$ cat src/rtl/rr_arb_pkg.sv
// Shared types and defaults for the round-robin skid arbiter.
// Holds the egress buffer state encoding and the default sizing constants.
package rr_arb_pkg;

    localparam int DEF_NUM_REQ = 4;
    localparam int DEF_DATA_W  = 8;

    typedef enum logic [1:0] {
        EMPTY = 2'd0,
        HALF  = 2'd1,
        FULL  = 2'd2
    } buf_state_e;

endpackage

$ cat src/rtl/rr_grant_sel.sv
// Rotating-priority encoder: picks the first valid requester at or after rr_ptr_i.
// Purely combinational; any_valid_o flags that a grant exists.
module rr_grant_sel #(
    parameter int NUM_REQ = 4,
    parameter int SRC_W   = $clog2(NUM_REQ)
) (
    input  logic [NUM_REQ-1:0] req_valid_i,
    input  logic [SRC_W-1:0]   rr_ptr_i,
    output logic [SRC_W-1:0]   grant_o,
    output logic               any_valid_o
);

    int idx;

    // Walk offsets from farthest to nearest so the nearest valid requester wins.
    always_comb begin
        grant_o     = '0;
        any_valid_o = 1'b0;
        idx         = 0;
        for (int i = NUM_REQ - 1; i >= 0; i--) begin
            idx = int'(rr_ptr_i) + i;
            if (idx >= NUM_REQ) idx = idx - NUM_REQ;
            if (req_valid_i[idx]) begin
                grant_o     = SRC_W'(idx);
                any_valid_o = 1'b1;
            end
        end
    end

endmodule

$ cat src/rtl/rr_skid_arbiter.sv
// Round-robin arbiter feeding a registered two-entry (main + skid) egress stage.
// Optional packet locking is enabled by defining ARB_LOCK_EN (adds req_last_i).
module rr_skid_arbiter
    import rr_arb_pkg::*;
#(
    parameter int NUM_REQ = DEF_NUM_REQ,
    parameter int DATA_W  = DEF_DATA_W,
    parameter int SRC_W   = $clog2(NUM_REQ)
) (
    input  logic                      clk,
    input  logic                      reset_n,
    input  logic [NUM_REQ-1:0]        req_valid_i,
    input  logic [NUM_REQ*DATA_W-1:0] req_data_i,
    output logic [NUM_REQ-1:0]        req_ready_o,
`ifdef ARB_LOCK_EN
    input  logic [NUM_REQ-1:0]        req_last_i,
`endif
    input  logic                      e_ready_i,
    output logic                      e_valid_o,
    output logic [DATA_W-1:0]         e_data_o,
    output logic [SRC_W-1:0]          e_src_o
);

    buf_state_e        state_q, state_d;
    logic [DATA_W-1:0] main_data_q, main_data_d, skid_data_q, skid_data_d;
    logic [SRC_W-1:0]  main_src_q, main_src_d, skid_src_q, skid_src_d;
    logic [SRC_W-1:0]  rr_ptr_q, rr_ptr_d;
    logic              in_ready_q, in_ready_d;

    logic [SRC_W-1:0]  rr_grant, grant, grant_inc;
    logic              rr_any, grant_vld, accept, out_fire;
    logic [DATA_W-1:0] grant_data;

    rr_grant_sel #(
        .NUM_REQ (NUM_REQ),
        .SRC_W   (SRC_W)
    ) u_grant_sel (
        .req_valid_i (req_valid_i),
        .rr_ptr_i    (rr_ptr_q),
        .grant_o     (rr_grant),
        .any_valid_o (rr_any)
    );

`ifdef ARB_LOCK_EN
    logic             lock_q, lock_d;
    logic [SRC_W-1:0] lock_src_q, lock_src_d;

    // A locked packet owner is the only candidate; a stalled owner blocks everyone.
    assign grant     = lock_q ? lock_src_q : rr_grant;
    assign grant_vld = lock_q ? req_valid_i[lock_src_q] : rr_any;
`else
    assign grant     = rr_grant;
    assign grant_vld = rr_any;
`endif

    assign accept     = grant_vld & in_ready_q;
    assign out_fire   = e_valid_o & e_ready_i;
    assign grant_data = req_data_i[int'(grant)*DATA_W +: DATA_W];
    assign grant_inc  = (grant == SRC_W'(NUM_REQ - 1)) ? '0 : grant + 1'b1;

    always_comb begin
        req_ready_o = '0;
        if (in_ready_q && grant_vld) req_ready_o[grant] = 1'b1;
    end

    always_comb begin
        rr_ptr_d = rr_ptr_q;
`ifdef ARB_LOCK_EN
        lock_d     = lock_q;
        lock_src_d = lock_src_q;
        if (accept) begin
            if (req_last_i[grant]) begin
                lock_d   = 1'b0;
                rr_ptr_d = grant_inc;
            end else begin
                lock_d     = 1'b1;
                lock_src_d = grant;
            end
        end
`else
        if (accept) rr_ptr_d = grant_inc;
`endif
    end

    always_comb begin
        state_d     = state_q;
        main_data_d = main_data_q;
        main_src_d  = main_src_q;
        skid_data_d = skid_data_q;
        skid_src_d  = skid_src_q;
        in_ready_d  = in_ready_q;
        case (state_q)
            EMPTY: begin
                if (accept) begin
                    main_data_d = grant_data;
                    main_src_d  = grant;
                    state_d     = HALF;
                end
            end
            HALF: begin
                if (accept && out_fire) begin
                    main_data_d = grant_data;
                    main_src_d  = grant;
                end else if (accept) begin
                    // Egress stalled: park the beat and close ingress for next cycle.
                    skid_data_d = grant_data;
                    skid_src_d  = grant;
                    state_d     = FULL;
                    in_ready_d  = 1'b0;
                end else if (out_fire) begin
                    state_d = EMPTY;
                end
            end
            FULL: begin
                if (out_fire) begin
                    main_data_d = skid_data_q;
                    main_src_d  = skid_src_q;
                    state_d     = HALF;
                    in_ready_d  = 1'b1;
                end
            end
            default: begin
                state_d    = EMPTY;
                in_ready_d = 1'b1;
            end
        endcase
    end

    always_ff @(posedge clk or negedge reset_n) begin
        if (!reset_n) begin
            state_q     <= EMPTY;
            main_data_q <= '0;
            main_src_q  <= '0;
            skid_data_q <= '0;
            skid_src_q  <= '0;
            rr_ptr_q    <= '0;
            in_ready_q  <= 1'b1;
        end else begin
            state_q     <= state_d;
            main_data_q <= main_data_d;
            main_src_q  <= main_src_d;
            skid_data_q <= skid_data_d;
            skid_src_q  <= skid_src_d;
            rr_ptr_q    <= rr_ptr_d;
            in_ready_q  <= in_ready_d;
        end
    end

`ifdef ARB_LOCK_EN
    always_ff @(posedge clk or negedge reset_n) begin
        if (!reset_n) begin
            lock_q     <= 1'b0;
            lock_src_q <= '0;
        end else begin
            lock_q     <= lock_d;
            lock_src_q <= lock_src_d;
        end
    end
`endif

    assign e_valid_o = (state_q != EMPTY);
    assign e_data_o  = main_data_q;
    assign e_src_o   = main_src_q;

endmodule

$ cat config.mk
export PLATFORM = sky130hd
export DESIGN_NAME = rr_skid_arbiter
export DESIGN_NICKNAME = d
export VERILOG_FILES = /design/src/rtl/rr_arb_pkg.sv /design/src/rtl/rr_grant_sel.sv /design/src/rtl/rr_skid_arbiter.sv
export SDC_FILE = /design/constraint.sdc
export NUM_CORES = 1
export LEC_CHECK = 0
export BUFFER_PORTS_ARGS = -buffer_cell sky130_fd_sc_hd__buf_2
export CAP_MARGIN = 15
export CORE_ASPECT_RATIO = 0.9
export CORE_MARGIN = 5
export CORE_UTILIZATION = 53
export DETAILED_ROUTE_END_ITERATION = 8
export HOLD_SLACK_MARGIN = 0.03
export MAX_ROUTING_LAYER = met4
export PLACE_DENSITY = 0.91
export SETUP_SLACK_MARGIN = 0.1
export SYNTH_ARGS = -nofsm -noshare
export SYNTH_HDL_FRONTEND = slang
export SYNTH_SLANG_ARGS = --single-unit
export TNS_END_PERCENT = 10
$ cat constraint.sdc
create_clock -name clk -period 5 [get_ports clk]
set_input_delay 1 -clock clk [delete_from_list [all_inputs] [get_ports clk]]
set_output_delay 1 -clock clk [all_outputs]
set_load 0.005 [all_outputs]
* Word level (Yosys, flattened, before mapping) *
Index checks and enable logic that the tools add are counted.

cells by class
  order comparisons = 10
  add/subtract/negate cells = 8
  mux-type cells = 46
  shifts and indexed selects = 1
  bitwise gates (word level) = 4
  equal/unequal tests = 9
  reductions and logical operators = 10

operators with widths
  kind                                                                number
  < comparator 32 x 4 -> 1 bit, second input constant                 4
  2-to-1 mux 32 bit                                                   4
  greater-or-equal comparator 32 x 4 -> 1 bit, second input constant  3
  subtractor 32 x 4 -> 32 bit, second input constant                  3
  indexed part select 32 x 6 -> 8 bit                                 1
  2-to-1 mux 2 bit                                                    13
  2-to-1 mux 8 bit                                                    3
  one-hot mux 8 bit (3 select lines)                                  1
  2-to-1 mux 1 bit                                                    16
  one-hot mux 2 bit (3 select lines)                                  2
  AND reduction 4 bit                                                 3
  != test 2 bit, second input constant                                5
  binary-select mux 1 bit (select 2 bit)                              4
  adder 2 x 2 -> 3 bit, second input constant                         2
  == test 2 bit, second input constant                                2
  2-to-1 mux 4 bit                                                    1
  subtractor 2 x 3 -> 4 bit, second input constant                    1
  adder 2 x 1 -> 3 bit, second input constant                         1
  greater-or-equal comparator 2 x 3 -> 1 bit, second input constant   1
  logical AND 1 bit                                                   3
  < comparator 2 x 3 -> 1 bit, second input constant                  1
  != test 3 bit, second input constant                                1
  one-hot mux 1 bit (3 select lines)                                  1
  AND reduction 3 bit                                                 1
  other kinds (9)                                                     11

word-level totals
  register bits after elaboration = 25
  input bits = 39
  logic and storage cells = 95
  output and inout bits = 15

* Longest topological paths before layout *
Gate-level depths: netlist of the first run.

  depth in word-level cells = 15
  depth in mapped cells = 8
  depth with buffers taken out = 7

* By module *
A second synthesis of the first run with hierarchy kept.

second synthesis, totals
  cell total of the unflattened synthesis = 160
  area, all modules = 1687.9 µm²

by module, submodules not included
  module           cells an instance  sequential area each (µm²)  instances  area an instance (µm²)
  rr_skid_arbiter  147                626.9                       1          1610.3
  rr_grant_sel     13                 0.0                         1          77.6

* Least setup slack after synthesis of the first run *
Ideal clock, no wire load.

  path kind = input -> output
  start = input req_valid_i[0]
  end = output req_ready_o[0]
  data arrival time = 1.919 ns
  path buffers = 1
  cell stages on the path = 8
  required time = 4.000 ns
  path slack = 2.081 ns
  path through = nand2_1 -> a21oi_1 -> a211oi_2 -> buf_6 -> inv_1 -> ha_1 -> inv_1 -> nor2_1

on the way
  longest elaborated chain between the ends = 12
  elaborated cells on any way between the ends = 27
  those cells by class = order compare: 2; mux: 23; reduce/logical: 2

ends and longest elaborated chain
  what                                                                                                             line                   text
  start: declaration                                                                                               rr_skid_arbiter.sv:12  input logic [NUM_REQ-1:0] req_valid_i,
  binary-select mux 1 bit (select 2 bit)                                                                           rr_grant_sel.sv:23     if (req_valid_i[idx]) begin
  2-to-1 mux 1 bit (implied by the code) (2 in series)                                                             rr_grant_sel.sv:23
  2-to-1 mux 2 bit (3 in series)                                                                                   rr_grant_sel.sv:23
  2-to-1 mux 2 bit *                                                                                               rr_grant_sel.sv:23
  via grant[0]                                                                                                     rr_skid_arbiter.sv:30  logic [SRC_W-1:0] rr_grant, grant, grant_inc;
  < comparator 2 x 3 -> 1 bit (implied by the code) or greater-or-equal comparator 2 x 1 -> 1 bit (tied branches)  rr_skid_arbiter.sv:63  if (in_ready_q && grant_vld) req_ready_o[grant] = 1'b1;
  logical AND 1 bit (implied by the code)                                                                          rr_skid_arbiter.sv:63
  2-to-1 mux 1 bit (implied by the code)                                                                           rr_skid_arbiter.sv:63
  demux 1 bit (select 2 bit) *                                                                                     rr_skid_arbiter.sv:63
  2-to-1 mux 4 bit *                                                                                               rr_skid_arbiter.sv:63
  end: declaration                                                                                                 rr_skid_arbiter.sv:14  output logic [NUM_REQ-1:0] req_ready_o,

Mark *: on every way through the listed nets, which the timed path passes. The rest lies on a longest branch. The select of a mux whose other input is x is not followed.

* Worst setup path in the final report of the first run *
  start = input req_valid_i[0]
  end = output req_ready_o[2]

on the way
  longest elaborated chain between the ends = 12
  elaborated cells on any way between the ends = 27
  those cells by class = order compare: 2; mux: 23; reduce/logical: 2

ends and longest elaborated chain
  what                                                                                                             line
  binary-select mux 1 bit (select 2 bit)                                                                           rr_grant_sel.sv:23
  2-to-1 mux 1 bit (implied by the code) (2 in series)                                                             rr_grant_sel.sv:23
  2-to-1 mux 2 bit (4 in series)                                                                                   rr_grant_sel.sv:23
  < comparator 2 x 3 -> 1 bit (implied by the code) or greater-or-equal comparator 2 x 1 -> 1 bit (tied branches)  rr_skid_arbiter.sv:63
  logical AND 1 bit (implied by the code)                                                                          rr_skid_arbiter.sv:63
  2-to-1 mux 1 bit (implied by the code)                                                                           rr_skid_arbiter.sv:63
  demux 1 bit (select 2 bit)                                                                                       rr_skid_arbiter.sv:63
  2-to-1 mux 4 bit *                                                                                               rr_skid_arbiter.sv:63

Mark *: on every way between the ends. The rest lies on a longest branch, timed or not. The select of a mux whose other input is x is not followed.

==> results of run 1 <==
## worst min-delay path by stage
stage	to	depth (start not counted)
6_report	skid_data_q[0]$_DFFE_PN0P_	2
5_1_grt	skid_data_q[0]$_DFFE_PN0P_	2
4_1_cts	skid_data_q[5]$_DFFE_PN0P_	2
3_5_place_dp	skid_data_q[5]$_DFFE_PN0P_	2
3_3_place_gp	skid_data_q[6]$_DFFE_PN0P_	2
2_1_floorplan	skid_src_q[0]$_DFFE_PN0P_	2
## cell type report
class | count | area [um2] | area share
multi-input cells | 106 | 833.3 | 0.4458
repair buffers | 54 | 272.8 | 0.1459
clock buffers | 3 | 22.52 | 0.01205
well taps | 40 | 50.05 | 0.02677
flip-flops and latches | 25 | 626.9 | 0.3353
clock inverters | 1 | 7.507 | 0.004016
inverters | 15 | 56.30 | 0.03012
## power by group through the flow
stage / Sequential [uW] / Combinational (uW) / Clock, uW
after CTS: 344 / 385 / 98.1
final: 344 / 381 / 97.7
after floorplan: 339 / 269 / 0
after detailed placement: 349 / 383 / 0
after global placement: 341 / 363 / 0
after global routing: 354 / 425 / 107
## worst max-delay path, delay by kind of cell
kind / cells / cell delay, ns
simple gates: 2 / 0.13
buf+inv: 5 / 0.80
fa+ha+maj: 1 / 0.21
compound gates: 2 / 0.33
## per-layer routing
layer  GRT usage  up-vias  wire, um  share of wire
met4      0.1127        0       102          0.027
li1            -      637         -              -
met2      0.3501       53      1864           0.50
met5           -        -         0              0
met3     0.02007        9       227          0.060
met1      0.2368      624      1566           0.42
## state kept, by name, summed over array words and instances, names as in the netlist
register and count:
e_src_o 2, rr_ptr_q 2, state_q 2, skid_src_q 2, e_data_o 8, in_ready_q 1, skid_data_q 8
## Yosys cell counts (4+ instances only)
cell type / instances
sky130_fd_sc_hd__o21ai_2: 4
sky130_fd_sc_hd__mux2i_1: 18
sky130_fd_sc_hd__dfrtp_1: 24
sky130_fd_sc_hd__a21oi_1: 4
sky130_fd_sc_hd__ha_1: 4
sky130_fd_sc_hd__o21ai_0: 4
sky130_fd_sc_hd__nor2_1: 7
sky130_fd_sc_hd__inv_1: 14
sky130_fd_sc_hd__nand3_1: 8
sky130_fd_sc_hd__o221ai_2: 8
sky130_fd_sc_hd__mux2_2: 9
sky130_fd_sc_hd__o21ai_1: 5
sky130_fd_sc_hd__nand2_1: 18
## cell families after synthesis
logic type / count (synthesis) / share of synthesized area
muxes: 27 / 0.1800
AOI/OAI and AO/OA: 32 / 0.1896
buffers and inverters: 22 / 0.07120
DFF: 25 / 0.4008
adders and majority gates: 4 / 0.03200
and+or+nand+nor: 43 / 0.1264
## metrics by stage
step                      hold WS (ns)  worst slack [ns]    util
after detailed placement        0.4781             1.551  0.6586
after floorplan                 0.4497             2.081       -
after global routing            0.5315             1.440  0.6694
after global placement          0.4582             1.618  0.6586
after CTS                       0.5105             1.538  0.6694
final                           0.5103             1.537  0.6694
==> parameters.txt, run 1 <==
Parameter                              Value

Floorplanning
  Die boundary width ... 67.26 um
  Initial core utilization ... 0.5600
  Site Rows ... 18
  Area of the placeable core ... 2793 um2
  Overall die height ... 61.54 um
  Floorplan die area ... 4139 um2
  I/O pin count ... 54

Timing
  Peak clock frequency supported by timing ... 0.2888 GHz
  RSZ-0062 raised after global routing ... no
  Slew margin rel. ... 0.3049
  Final worst-path cycle share ... 0.6926
  Worst-margin pin slew ... 1.043 ns
  Final-report max-slew violation count ... 0
  Finish-stage setup viols ... 0
  Final Hold Violating Endpoints ... 0
  Sum of negative setup slack ... 0 ns
  Worst-case clock skew ... 0.01600 ns
  Time the worst path needs with I/O delays and setup ... 3.463 ns

Clocking
  Post-cts repair resize count ... 0
  Clock edge transition at the registers on the reported setup and hold paths ... 0.13 ns
  Buffer levels on the longest clock path ... 2
  Insertion delay of the later-clocked pin in the worst-skew pair ... 0.35 ns
  Count of H-tree levels built during CTS ... 1
  Clock tree from TritonCTS ... done
  CTS root buffer ... sky130_fd_sc_hd__clkbuf_4
  Cts bufs inserted ... 3
  Post-CTS Hold Buffers ... 0
  Post-CTS Setup Repair Bufs ... 0
  Clock sinks ... 25

Global route
  Remaining global-route overflow ... 0
  Global router's overall resource usage ... 0.2042
  Number of antenna violations at the first check in global routing ... 0
  Global-route wire length before repair ... 6.175 mm
  Vias in the first global route ... between 1000 and 1500
  Maximum number of pins on one net before global-route repair ... 26

Synthesis
  Share of the synthesized area in the top cell type ... 0.3840
  Commonest register cell after synthesis ... sky130_fd_sc_hd__dfrtp_1
  Number of warning messages in the yosys log ... 0
  Seq cells post-synth ... 25
  Sequential element share of the synthesized area ... 0.4008
  Total standard cell area after synthesis ... 1564 um2
  Net count after synthesis ... 196
  Post-synth ARST share ... 1.000
  Cell taking the most area after synthesis ... sky130_fd_sc_hd__dfrtp_1
  Post-Syn Instances ... roughly 150
  Number of flops mapped to enable cells by yosys ... 0
  Number of distinct standard cells referenced by the synthesized netlist ... 33
  Mean instance size in the synthesized netlist ... 10.22 um2
  Largest cells by area after synthesis ... sky130_fd_sc_hd__dfrtp_1 38%, sky130_fd_sc_hd__mux2i_1 12%, sky130_fd_sc_hd__o221ai_2 7.7%, sky130_fd_sc_hd__mux2_2 6.5%, sky130_fd_sc_hd__nand2_1 4.3%

Cells and area
  Number of nets in the layout ... 248
  Fraction of final layout cells with drive strength greater than 1 ... 0.4265
  Most common cell after layout, fill and taps aside ... sky130_fd_sc_hd__buf_2
  Antenna diode count ... 0
  Final std cells w/o fill ... 244
  Design area ... 1869 um2
  Number of filler cells placed in the layout ... 240
  Commonest cells after routing, fill and taps aside ... 53 x sky130_fd_sc_hd__buf_2, 24 x sky130_fd_sc_hd__dfrtp_1, 18 x sky130_fd_sc_hd__nand2_1, 18 x sky130_fd_sc_hd__mux2i_1, 14 x sky130_fd_sc_hd__inv_1
  Layout overhead on the synthesized area ... 19.52%

Power and ir drop
  Switching power of the nets ... between 300 and 400 uW
  Part of the total power dissipated in the clock network ... 0.119
  Switching power as a share of total power ... 0.3836
  Overall power consumption ... 823.5 uW
  Static leakage power ... around 0.0009 uW
  Logic pwr share ... 0.463
  IR drop worst, VDD ... 200.7 uV
  Power share of the sequential group ... 0.418
  Internal Power ... 507.6 uW
  Power density cells ... 440.5 nW/um2

Drt
  Via Count ... 1323
  Vias/cell ... 5.422
  Antenna Violating Nets Remaining ... 0
  Detailed router's first-iteration violation count ... 74
  Drt pass-1 iters ... 4
  Wirelength, routed ... 3.760 mm
  Residual DRC count ... 0
  Post-DR wirelength/cell ... 15.41 um

Status
  Status ... finished, final reports clean

Setup path
  Kind of launch point of the worst setup path ... primary input
  Path depth of the worst reg2reg path ... 6
  Max stage delay cell, worst path ... sky130_fd_sc_hd__buf_4
  Class of the most critical setup path ... in -> out
  Required time reported for the critical path endpoint ... 4.00 ns
  Beginning of the worst register-to-register path ... in_ready_q$_DFFE_PN1P_
  Setup slack of the worst register-to-register path ... 2.49 ns
  Data arrival time at the worst-slack endpoint ... ~2.5 ns
  CP max FO ... 21
  Delay of the slowest cell on the worst path ... ~0.33 ns
  CP endpoint kind ... primary output
  Ordered cell list for the critical path ... buf_2 -> nand2_1 -> a21oi_1 -> a211oi_4 -> buf_4 -> inv_1 -> ha_1 -> inv_1 -> nor2_1 -> buf_2
  End of the worst register-to-register path ... e_data_o[0]$_DFFE_PN0P_
  Worst setup path endpoint ... req_ready_o[2]
  Worst setup path startpoint ... req_valid_i[0]

Place
  Post-DP Area ... between 1500 and 2000 um2
  Instance count after placement with tap cells included ... 240
  Placed wire-length estimate after detailed placement ... 2.890 mm
  Gpl congestion ... 0.8589
  Port buffer count ... 53

Worst hold path
  Type of the worst min-delay path ... reg -> reg
  Worst hold path startpoint ... skid_data_q[0]$_DFFE_PN0P_

Run
  Max-capacitance violation count ... 0
(Power assumes the default switching activity.)
==> inputs of run 2 (changes only) <==
Settings changed: CORE_UTILIZATION 53 to 50, PLACE_DENSITY 0.91 to 0.87.
Clock period 5 ns to 3.47 ns, I/O delays scaled along.
==> parameters.txt, run 2 (synthesized netlist as in run 1, its figures left out) <==
Parameter                              Value

Status
  Status ... finished, final reports clean

Drt
  Post-DR wirelength/cell ... 13.76 um
  Vias/cell ... between 5 and 6
  Via Count ... approximately 1300
  Drt pass-1 iters ... 4
  Wirelength, routed ... 3.385 mm
  Residual DRC count ... 0
  Antenna Violating Nets Remaining ... 0
  Detailed router's first-iteration violation count ... 43

Place
  Worst slack after detailed placement ... 0.7586 ns
  Gpl congestion ... 0.7796
  Port buffer count ... 53
  Placed wire-length estimate after detailed placement ... 2.657 mm
  Instance count after placement with tap cells included ... 242

Worst hold path
  Type of the worst min-delay path ... in -> async

Floorplanning
  Overall die height ... approximately 63 um
  Die boundary width ... between 60 and 70 um
  Site Rows ... 19
  Area of the placeable core ... 3043 um2
  Floorplan die area ... 4348 um2
  Initial core utilization ... 0.5140
  I/O pin count ... 54

Cells and area
  Commonest cells after routing, fill and taps aside ... 53 x sky130_fd_sc_hd__buf_2, 24 x sky130_fd_sc_hd__dfrtp_1, 18 x sky130_fd_sc_hd__nand2_1, 18 x sky130_fd_sc_hd__mux2i_1, 14 x sky130_fd_sc_hd__inv_1
  Number of filler cells placed in the layout ... 250
  Final std cells w/o fill ... about 250
  Most common cell after layout, fill and taps aside ... sky130_fd_sc_hd__buf_2
  Layout overhead on the synthesized area ... 19.52%
  Area taken by multi-input logic gates ... 833.3 um2
  Number of nets in the layout ... 248
  Seq. cell area ... about 630 um2
  Fraction of final layout cells with drive strength greater than 1 ... 0.4265
  Antenna diode count ... 0

Setup path
  Count of buffering cells on the critical path with inverters included ... 4
  Cell with the most instances on the worst path ... sky130_fd_sc_hd__buf_2
  Kind of launch point of the worst setup path ... primary input
  Ordered cell list for the critical path ... buf_2 -> a21oi_1 -> a2bb2oi_1 -> inv_2 -> ha_1 -> inv_1 -> nor2_1 -> buf_2
  Delay of the slowest cell on the worst path ... 0.37 ns
  CP endpoint kind ... primary output
  CP max FO ... 11
  Data arrival time at the worst-slack endpoint ... 2.01 ns
  Class of the most critical setup path ... in -> out
  Cell class contributing the biggest share of worst-path delay ... buffers and inverters
  Required time reported for the critical path endpoint ... roughly 2.8 ns
  Max stage delay cell, worst path ... sky130_fd_sc_hd__a2bb2oi_1

Clocking
  Post-cts repair resize count ... 0
  Post-CTS Setup Repair Bufs ... 0
  Buffer levels on the longest clock path ... 2
  Post-CTS Hold Buffers ... 0
  Count of H-tree levels built during CTS ... 1
  CTS root buffer ... sky130_fd_sc_hd__clkbuf_4
  Clock edge transition at the registers on the reported setup and hold paths ... approximately 0.14 ns
  Cts bufs inserted ... 3
  Clock sinks ... 25
  Clock tree from TritonCTS ... done
  Insertion delay of the later-clocked pin in the worst-skew pair ... 0.32 ns

Global route
  Vias in the first global route ... 1199
  Maximum number of pins on one net before global-route repair ... 26
  Remaining global-route overflow ... 0
  Global-route wire length before repair ... 5.602 mm
  Number of antenna violations at the first check in global routing ... 0
  Global router's overall resource usage ... 0.1720

Timing
  Final worst-path cycle share ... 0.7788
  RSZ-0062 raised after global routing ... no
  Time the worst path needs with I/O delays and setup ... 2.702 ns
  Final-report max-slew violation count ... 0
  Worst-case clock skew ... around 0.0047 ns
  Sum of negative setup slack ... 0 ns
  Peak clock frequency supported by timing ... 0.3700 GHz
  Worst setup slack after layout ... 0.7676 ns
  Slew margin rel. ... 0.3719
  Finish-stage setup viols ... 0
  Final Hold Violating Endpoints ... 0
  Worst-margin pin slew ... between 0.9 and 1 ns

Run
  Max-capacitance violation count ... 0

Power and ir drop
  Static leakage power ... 0.0009208 uW
  IR drop worst, VDD ... about 240 uV
  Power density cells ... 622.3 nW/um2
-- run 2: changes by cell type in the layout (fill, tap and decap cells not counted), sizes merged --
cell      previous run  this run
clkinv               0         1
clkinvlp             1         0
-- run 2: routing by layer --
| layer | wire, um | vias to the layer above | GRT usage | share of wire |
|---|---|---|---|---|
| met5 | 0 | - | - | 0 |
| met3 | 189 | 5 | 0.02309 | 0.056 |
| met2 | 1570 | 29 | 0.2643 | 0.46 |
| li1 | - | 637 | - | - |
| met1 | 1569 | 614 | 0.2323 | 0.46 |
| met4 | 55 | 0 | 0.05839 | 0.016 |
-- run 2: worst register-to-register path, stage by stage (launching register included) --
cell and delay (ns):
sky130_fd_sc_hd__dfstp_2 0.60, sky130_fd_sc_hd__o41ai_4 0.14, sky130_fd_sc_hd__nor2_2 0.18, sky130_fd_sc_hd__a21oi_2 0.06, sky130_fd_sc_hd__o21ai_2 0.74, sky130_fd_sc_hd__nand2_2 0.35, sky130_fd_sc_hd__o221ai_2 0.25
-- run 2: worst paths after layout --
| kind | slack (ns) | end | from | cells past startpoint |
|---|---|---|---|---|
| setup / recovery | 0.77 | req_ready_o[0] | req_valid_i[0] | 8 |
| hold / removal | 0.34 | rr_ptr_q[0]$_DFFE_PN0P_ | reset_n | 1 |
| setup reg to reg | 1.08 | e_data_o[2]$_DFFE_PN0P_ | in_ready_q$_DFFE_PN1P_ | 6 |
| hold reg to reg | 0.50 | skid_data_q[6]$_DFFE_PN0P_ | skid_data_q[6]$_DFFE_PN0P_ | 2 |
| max in group asynchronous | 2.76 | e_data_o[2]$_DFFE_PN0P_ | reset_n | 1 |
| min in group clk | 0.50 | skid_data_q[6]$_DFFE_PN0P_ | skid_data_q[6]$_DFFE_PN0P_ | 2 |
-- run 2: final cells by class --
type                       instances  area share
clock buffer                       3     0.01205
clock inverter                     1    0.002677
inverter                          15     0.03012
multi-input combinational        106      0.4458
sequential                        25      0.3353
tap                               42     0.02811
timing repair buffer              54      0.1459
-- run 2: power breakdown --
part | internal (uW) | switching [uW]
Sequential | 416 | 84.0
Combinational | 271 | 262
Clock | 43.2 | 87.3
Total | 730 | 433
-- run 2: stage by stage --
step                      utilization  hold WS, ns  cell area (um2)  power [uW]
final                          0.6143       0.3395             1869        1163
after global routing           0.6143       0.3626             1869        1260
after CTS                      0.6143       0.3531             1869        1172
after detailed placement       0.6053       0.4676             1842        1042
after global placement         0.6053       0.4613             1842        1023
after floorplan                     -       0.3984             1564       875.6
